### src/rtl/cpu_sequencer.sv
// cpu_sequencer: microcoded-style fetch/decode/execute control FSM for a small accumulator CPU.
module cpu_sequencer #(
  parameter int OP_W     = 3,
  parameter int WAIT_MAX = 15
) (
  input  logic            clock,
  input  logic            reset,
  input  logic [OP_W-1:0] op,
  input  logic            z_flag,
  input  logic            mem_rdy,
  input  logic            run,
  input  logic            step,
  output logic            PC_bus,
  output logic            load_PC,
  output logic            INC_PC,
  output logic            load_MAR,
  output logic            Addr_bus,
  output logic            CS,
  output logic            R_NW,
  output logic            load_MDR,
  output logic            MDR_bus,
  output logic            load_IR,
  output logic            ACC_bus,
  output logic            load_ACC,
  output logic            SW_bus,
  output logic            load_DISP,
  output logic [1:0]      alu_op,
  output logic            halted,
  output logic            bus_err
);
  localparam int CW = ($clog2(WAIT_MAX + 1) < 4) ? 4 : $clog2(WAIT_MAX + 1);
  localparam logic [OP_W-1:0] LOAD  = OP_W'(0);
  localparam logic [OP_W-1:0] STORE = OP_W'(1);
  localparam logic [OP_W-1:0] ADD   = OP_W'(2);
  localparam logic [OP_W-1:0] SUB   = OP_W'(3);
  localparam logic [OP_W-1:0] BNE   = OP_W'(4);
  localparam logic [OP_W-1:0] IN    = OP_W'(5);
  localparam logic [OP_W-1:0] OUT   = OP_W'(6);

  typedef enum logic [2:0] {IDLE, F1, F2, F3, DEC, E1, E2, HLT} state_t;

  typedef struct packed {
    logic       pc_bus;
    logic       load_pc;
    logic       inc_pc;
    logic       load_mar;
    logic       addr_bus;
    logic       cs;
    logic       r_nw;
    logic       load_mdr;
    logic       mdr_bus;
    logic       load_ir;
    logic       acc_bus;
    logic       load_acc;
    logic       sw_bus;
    logic       load_disp;
    logic [1:0] alu_op;
  } ctl_t;

  state_t          state, state_n, end_n;
  logic [OP_W-1:0] op_q;
  logic [CW-1:0]   cnt;
  logic            waiting, timeout;
  ctl_t            c;

  assign waiting = (state == F2) || (state == E1 && op_q != STORE) || (state == E2 && op_q == STORE);
  // The limit is hit on the WAIT_MAX-th consecutive cycle without mem_rdy.
  assign timeout = waiting && !mem_rdy && (cnt == CW'(WAIT_MAX - 1));
  assign end_n   = run ? F1 : IDLE;
  assign halted  = (state == HLT);
  assign {PC_bus, load_PC, INC_PC, load_MAR, Addr_bus, CS, R_NW, load_MDR, MDR_bus,
          load_IR, ACC_bus, load_ACC, SW_bus, load_DISP, alu_op} = reset ? '0 : c;

  always_ff @(posedge clock) begin
    if (reset) begin
      state   <= IDLE;
      op_q    <= '0;
      cnt     <= '0;
      bus_err <= 1'b0;
    end else begin
      state <= state_n;
      if (state == DEC) op_q <= op;
      cnt <= (waiting && state_n == state) ? cnt + 1'b1 : '0;
      if (timeout) bus_err <= 1'b1;
    end
  end

  always_comb begin
    c       = '0;
    state_n = state;
    case (state)
      IDLE: state_n = (run || step) ? F1 : IDLE;
      F1: begin
        c.pc_bus   = 1'b1;
        c.load_mar = 1'b1;
        state_n    = F2;
      end
      F2: begin
        c.cs       = 1'b1;
        c.r_nw     = 1'b1;
        c.load_mdr = mem_rdy;
        c.inc_pc   = mem_rdy;
        c.load_pc  = mem_rdy;
        state_n    = mem_rdy ? F3 : timeout ? HLT : F2;
      end
      F3: begin
        c.mdr_bus = 1'b1;
        c.load_ir = 1'b1;
        state_n   = DEC;
      end
      DEC: begin
        if (op == LOAD || op == STORE || op == ADD || op == SUB) begin
          c.addr_bus = 1'b1;
          c.load_mar = 1'b1;
          state_n    = E1;
        end else if (op == BNE) begin
          c.addr_bus = !z_flag;
          c.load_pc  = !z_flag;
          state_n    = end_n;
        end else if (op == IN) begin
          c.sw_bus   = 1'b1;
          c.load_acc = 1'b1;
          state_n    = end_n;
        end else if (op == OUT) begin
          c.acc_bus   = 1'b1;
          c.load_disp = 1'b1;
          state_n     = end_n;
        end else begin
          state_n = HLT;
        end
      end
      E1: begin
        if (op_q == STORE) begin
          c.acc_bus  = 1'b1;
          c.load_mdr = 1'b1;
          state_n    = E2;
        end else begin
          c.cs       = 1'b1;
          c.r_nw     = 1'b1;
          c.load_mdr = mem_rdy;
          state_n    = mem_rdy ? E2 : timeout ? HLT : E1;
        end
      end
      E2: begin
        if (op_q == STORE) begin
          c.cs    = 1'b1;
          state_n = mem_rdy ? end_n : timeout ? HLT : E2;
        end else begin
          c.mdr_bus  = 1'b1;
          c.load_acc = 1'b1;
          c.alu_op   = (op_q == ADD) ? 2'b01 : (op_q == SUB) ? 2'b10 : 2'b00;
          state_n    = end_n;
        end
      end
      HLT: state_n = HLT;
      default: state_n = IDLE;
    endcase
  end
endmodule

### config.mk
export PLATFORM = sky130hd
export DESIGN_NAME = cpu_sequencer
export DESIGN_NICKNAME = d
export VERILOG_FILES = /design/src/rtl/cpu_sequencer.sv
export SDC_FILE = /design/constraint.sdc
export NUM_CORES = 1
export LEC_CHECK = 0
export CAP_MARGIN = 20
export CELL_PAD_IN_SITES_DETAIL_PLACEMENT = 1
export CELL_PAD_IN_SITES_GLOBAL_PLACEMENT = 1
export CORE_MARGIN = 2
export CORE_UTILIZATION = 32
export CTS_CLUSTER_DIAMETER = 30
export DETAILED_ROUTE_END_ITERATION = 16
export PLACE_DENSITY = 0.82
export REMOVE_ABC_BUFFERS = 1
export SYNTH_ARGS = -nofsm -noshare
export SYNTH_HDL_FRONTEND = slang
export SYNTH_SLANG_ARGS = --single-unit
### constraint.sdc
create_clock -name clock -period 2.3 [get_ports clock]
set_input_delay 0.23 -clock clock [delete_from_list [all_inputs] [get_ports clock]]
set_output_delay 0.23 -clock clock [all_outputs]
set_load 0.02 [all_outputs]
==> summary.md, run 1 <==
| Metric | Value |
|---|---|
| Post-CTS setup repair buffer count | `0` |
| CTS clock-pin slew for the worst setup and hold paths | `70 ps` |
| FILL cells | `353` |
| Worst-case reg-to-reg path depth | `6` |
| FP Rows | `19` |
| Async SR Flop Fraction | `0%` |
| Crit path required time | `2070 ps` |
| Tcrit/Tclk final | `93.6%` |
| Die Area | `3320 um2` |
| DR vias/cell | `5.68` |
| Critical path arrival | `1920 ps` |
| Total negative slack | `0 ps` |
| CTS Sinks | `11` |
| Hold Path Origin | `bus_err` |
| GP Congestion | `0.778` |
| Largest family of logic cells by synthesized area | `simple AND/OR/NAND/NOR gates` |
| Post-Syn Area per Cell | `7.25 um2` |
| Critical path startpoint category | `register` |
| TritonCTS Buffers | `3` |
| Final WS setup | `147 ps` |
| Core area | `2730 um2` |
| Rel. slew slack | `72.1%` |
| Commonest non-fill, non-tap cell in the layout | `buf_4` |
| First-pass DRT Iterations | `4` |
| Total GRT Usage | `20.0%` |
| Post-DP HPWL | `2450 um` |
| Fin. Hold Viols | `0` |
| Multiplexer share of the synthesized area | `0%` |
| Dpl ws | `68.0 ps` |
| Clk buf depth | `2` |
| Antenna cells | `0` |
| Nets | `177` |
| Total wire length | `3160 um` |
| RSZ-0062 raised after global routing | `no` |
| Root Driver | `clkbuf_4` |
| Crit path capture type | `primary output` |
| CP Max Fanout | `7` |
| Kind of critical path | `register to primary output` |
| GR Overflow Total | `0` |
| Hold Crit Class | `register to register` |
| Share of cells above drive strength 1 | `18.2%` |
| Post-synthesis compound-gate area fraction | `28.4%` |
| Worst-margin pin slew | `414 ps` |
| Initial antenna violation count | `0` |
| Post-Synthesis Cells | `127` |
| Power per cell area | `410 nW/um2` |
| WHS Endpoint | `bus_err` |
| Max Clk Rate | `464 MHz` |
| Number of global-route vias before repair | `1159` |
| Reg2Reg Launch Point | `state[2]` |
| Final min period | `2150 ps` |
| DRC Markers | `0` |
| #FFs+latches synth | `11` |
| Top post-synthesis cells by area | `dfxtp_1 24%, a21oi_1 6.0%, nand2_1 5.7%` |
| # H-tree levels | `1` |
| Antenna Nets Post-Route | `0` |
| Area grow syn2layout | `45.0%` |
| DR WL/cell | `16.1 um` |
| Worst R2R End | `cnt[3]` |
| Chip Width | `57.6 um` |
| Most used flip-flop cell after synthesis | `dfxtp_1` |
| Max Clock Skew | `4.90 ps` |
| Final slew viol count | `0` |
| Simple-gate share of the synthesized area | `35.3%` |
| Initial drt markers | `53` |
| Outcome | `complete, no violations` |
| Synthesized-area fraction occupied by adder cells | `2.72%` |
| Post-synth top area cell | `dfxtp_1` |
| Post-synthesis xor/xnor area fraction | `1.90%` |
| Hold-critical path depth | `1` |
| Setup Viol. Count Final | `0` |
| First-pass GRT wire length | `5220 um` |
| EDFF count, synth | `0` |
| Port bufs | `26` |
| Peak supply drop | `0.257 mV` |
| Top Ports | `27` |
| TritonCTS clock tree | `yes` |
| Leakage power | `0.000677 uW` |
| Share of the synthesized area in the top cell type | `23.9%` |
| Clock latency on the worst-skew pair | `270 ps` |
| Max_cap viols | `0` |
| Synth Warn # | `0` |
| Via count | `1113` |
| Largest net degree at the start of global routing | `13` |
| Initial Utilization | `33.7%` |
| Synth unique cells | `43` |
| Commonest cells after routing, fill and taps aside | `16 x buf_4, 14 x nand2_1, 12 x clkdlybuf4s50_1` |
| Worst R2R Setup Slack | `360 ps` |
| Netlist Area Pre-Place | `921 um2` |
| Die H | `57.6 um` |
| Sequential area share after synthesis | `23.9%` |
## worst max-delay path, cell delays in order (launching register included)
cell and delay [ps]:
dfxtp_1 420, or3b_2 520, nand2_1 140, nor2_1 60, a21oi_1 140, nor3_1 70, dlygate4sd2_1 320
## synth_stat cells, types with 2 or more instances
library cell,n
nand3_1,7
a21oi_1,11
or3_1,2
o21a_1,2
ha_1,2
nor3_1,10
nor3b_1,2
o21bai_1,3
dfxtp_1,11
a211oi_1,2
o21ai_0,8
nor2b_1,3
nand2_1,14
nor2_1,11
nand4_1,2
nand3b_1,2
clkbuf_1,4
and3_1,2
inv_1,4
a31o_2,2
## flip-flops by register name, indices dropped and copies added, names as in the netlist
| signal | cells |
|---|---|
| cnt | 4 |
| state | 3 |
| op_q | 3 |
| bus_err | 1 |
## layout make-up
class | count | area [um2] | area share, %
Clock buffer | 4 | 26.3 | 1.97
Inverter | 5 | 18.8 | 1.41
Multi-Input combinational cell | 103 | 634 | 47.5
Sequential cell | 11 | 220 | 16.5
Tap cell | 31 | 38.8 | 2.91
Timing Repair Buffer | 42 | 397 | 29.7
## layer usage
metal / wire length [um] / share of wire [%] / track usage (%)
met1: 1370 / 43 / 24.4
met5: 0 / 0 / 0
met3: 120 / 3.8 / 2.01
met4: 44 / 1.4 / 5.98
met2: 1620 / 51 / 36.7
## power breakdown
group          total, uW  internal, uW  switching, uW
clock                136          67.2           68.4
sequential           209           198           11.7
combinational        203          91.5            111
total                548           356            191
## worst max-delay path by stage
stage,depth (start not counted),from,to,slack [ps]
final,6,op_q[0],MDR_bus,150
after global routing,6,op_q[0],MDR_bus,30
after CTS,6,state[1],load_MAR,7
after detailed placement,5,reset,load_ACC,70
after global placement,5,reset,load_ACC,80
after floorplan,4,state[2],load_ACC,50
## cells by family after synthesis
logic type,Yosys count
simple gates,61
compound gates,38
flops,11
xor+xnor,2
fa+ha+maj,2
buf+inv,13
## through the flow
step	hold slack, ps	area, um2	utilization [%]	power, uW	cells
global placement	468	1290	47.1	410	192
global route	521	1340	48.8	583	196
detailed placement	480	1290	47.1	416	192
CTS	498	1310	48.0	553	196
finish	491	1340	48.8	548	196
floorplan	299	868	-	314	119
## repair_timing
| action | CTS | global route |
|---|---|---|
| endpoints found under the setup margin | 6 | 9 |
| hold endpoints to repair | 0 | 0 |
| hold buffers | 0 | 0 |
| gates resized for setup | 6 | 9 |
Power figures use the tool's default switching activity.
==> inputs of run 2 (changes only) <==
Settings changed: CORE_MARGIN 2 to default.
==> summary.md, run 2 (synthesized netlist as in run 1, its figures left out) <==
| Metric | Value |
|---|---|
| Leakage power | `0.000610 uW (-10%)` |
| CP Max Fanout | `7 (unchanged)` |
| RSZ-0062 raised after global routing | `no` |
| Core area | `2730 um2 (unchanged)` |
| Critical path launch point | `op[1]` |
| FP Rows | `19 (unchanged)` |
| Worst R2R Setup Slack | `470 ps (+110 ps)` |
| Peak supply drop | `0.348 mV (+35%)` |
| Worst-path cell chain | `clkdlybuf4s50_1 -> nand3b_1 -> nor2_1 -> a21oi_1 -> nor3_1 -> clkdlybuf4s50_1` |
| CP peak stage delay | `640 ps (+120 ps)` |
| Final min period | `2200 ps (+48.0 ps)` |
| Leading registers by flop count | `cnt x4, op_q x3, state x3` |
| GP Congestion | `0.824 (+5.9%)` |
| Port bufs | `26 (unchanged)` |
| Crit path capture type | `primary output` |
| Number of global-route vias before repair | `1124 (-3.0%)` |
| Layout Cells excl Fill | `194 (-1.0%)` |
| Top Ports | `27 (unchanged)` |
| Largest net degree at the start of global routing | `17 (+4)` |
| TritonCTS Buffers | `3 (unchanged)` |
| Total wire length | `3030 um (-4.1%)` |
| Antenna Nets Post-Route | `0 (unchanged)` |
| Clk buf depth | `2 (unchanged)` |
| Via count | `1083 (-2.7%)` |
| Critical path arrival | `1970 ps (+50 ps)` |
| Initial Utilization | `33.7% (unchanged)` |
| Root Driver | `clkbuf_4` |
| Kind of critical path | `input port to primary output` |
| CP max stage cell | `clkdlybuf4s50_1` |
| Cell mode on critical path | `clkdlybuf4s50_1` |
| Max_cap viols | `0 (unchanged)` |
| Crit path required time | `2070 ps (about the same)` |
| Nets | `175 (-1.1%)` |
| CTS clock-pin slew for the worst setup and hold paths | `80 ps (about the same)` |
| GR Overflow Total | `0 (unchanged)` |
| Tcrit/Tclk final | `95.7% (+2.1 points)` |
| DR vias/cell | `5.58 (-1.7%)` |
| Final instance area | `1320 um2 (-1.1%)` |
| Rel. slew slack | `74.0% (+1.9 points)` |
| DRC Markers | `0 (unchanged)` |
| First-pass GRT wire length | `5110 um (-2.2%)` |
| Worst R2R End | `cnt[1]` |
| Worst-case reg-to-reg path depth | `5 (-1)` |
| Worst-margin pin slew | `385 ps (-28.3 ps)` |
| Initial drt markers | `26 (-51%)` |
| CTS hold repair buffers | `0 (unchanged)` |
| Clock latency on the worst-skew pair | `270 ps (about the same)` |
| First-pass DRT Iterations | `4 (unchanged)` |
| Commonest cells after routing, fill and taps aside | `16 x clkdlybuf4s50_1, 14 x nand2_1, 14 x buf_4` |
| Largest register FFs | `4 (unchanged)` |
| Max Clk Rate | `454 MHz (-2.2%)` |
| Antenna cells | `0 (unchanged)` |
| Post-CTS setup repair buffer count | `0 (unchanged)` |
| Total negative slack | `0 ps (unchanged)` |
| Worst Setup EP | `ACC_bus` |
| DR WL/cell | `15.6 um (-3.1%)` |
| # H-tree levels | `1 (unchanged)` |
| CP bufs+invs | `2 (+1)` |
| Post-DP HPWL | `2420 um (-1.2%)` |
| Die Area | `3100 um2 (-6.8%)` |
| Crit path depth | `6 (unchanged)` |
| Reg2Reg Launch Point | `op_q[2]` |
| Post-DP Area | `1270 um2 (-1.2%)` |
| TritonCTS clock tree | `yes` |
| Power per cell area | `413 nW/um2 (+0.73%)` |
| Share of cells above drive strength 1 | `18.4% (+0.22 points)` |
| Chip Width | `55.6 um (-3.5%)` |
| Hold Path Origin | `cnt[0]` |
| Outcome | `complete, no violations` |
| Biggest register | `cnt` |
| Commonest non-fill, non-tap cell in the layout | `clkdlybuf4s50_1` |
| Total GRT Usage | `20.6% (+0.68 points)` |
| Tot Pwr | `545 uW (-0.40%)` |
| CTS Sinks | `11 (unchanged)` |
| Initial antenna violation count | `0 (unchanged)` |
| Die H | `55.6 um (-3.5%)` |
| Area grow syn2layout | `43.3%` |
| Setup Viol. Count Final | `0 (unchanged)` |
| Dpl cells | `190 (-1.0%)` |
| Final slew viol count | `0 (unchanged)` |
| Cell family with most CP delay | `buffers and inverters` |
| Max Clock Skew | `1.99 ps (-2.91 ps)` |
| Hold Crit Class | `register to register` |
| Critical path startpoint category | `input port` |
| Fin. Hold Viols | `0 (unchanged)` |
run 2: cell count changes in the layout (fill, tap and decap cells not counted):
cell | previous run | this run
dlygate4sd2_1 | 5 | 4
clkinv_2 | 0 | 1
dlymetal6s2s_1 | 9 | 6
buf_4 | 16 | 14
nor3_1 | 10 | 9
nor3_2 | 0 | 1
clkbuf_1 | 1 | 0
clkdlybuf4s50_1 | 12 | 16
run 2: repair_timing:
item,CTS,global route
pin swaps,0,0
gates resized for setup,6,6
endpoints found under the setup margin,6,6
run 2: power breakdown:
group | internal [uW] | switching, uW | total, uW | leakage (uW)
sequential | 198 | 8.62 | 206 | 0.0000891
clock | 64.4 | 73.9 | 138 | 0.0000177
combinational | 90.0 | 111 | 201 | 0.000503
run 2: per-stage QoR:
stage / worst slack [ps] / hold WS (ps) / utilization [%]
after floorplan: 54.0 / 299 / -
after global routing: 24.9 / 519 / 48.3
after detailed placement: 8.92 / 486 / 46.5
final: 98.7 / 498 / 48.3
after CTS: 5.86 / 501 / 47.7
after global placement: 37.6 / 467 / 46.5
run 2: routing by layer:
metal	vias up	part of all wire [%]	track usage (%)
met5	-	0	0
met1	514	40	22.9
met2	27	54	39.1
met3	4	4.8	5.81
li1	538	-	-
met4	0	1.3	3.93
run 2: how the worst min path moves through the flow:
stage | cells after the start | to | slack, ps
final | 1 | cnt[0] | 500
after global routing | 1 | bus_err | 520
after CTS | 1 | cnt[0] | 500
after detailed placement | 1 | bus_err | 490
after global placement | 1 | bus_err | 470
after floorplan | 1 | op_q[0] | 300
run 2: layout make-up:
cell class              count  area, um2
fillers                   357       1410
multi-input cells         103        639
repair buffers             40        375
flip-flops and latches     11        220
well taps                  31       38.8
clock buffers               3       22.5
inverters                   5       18.8
clock inverters             1       5.00
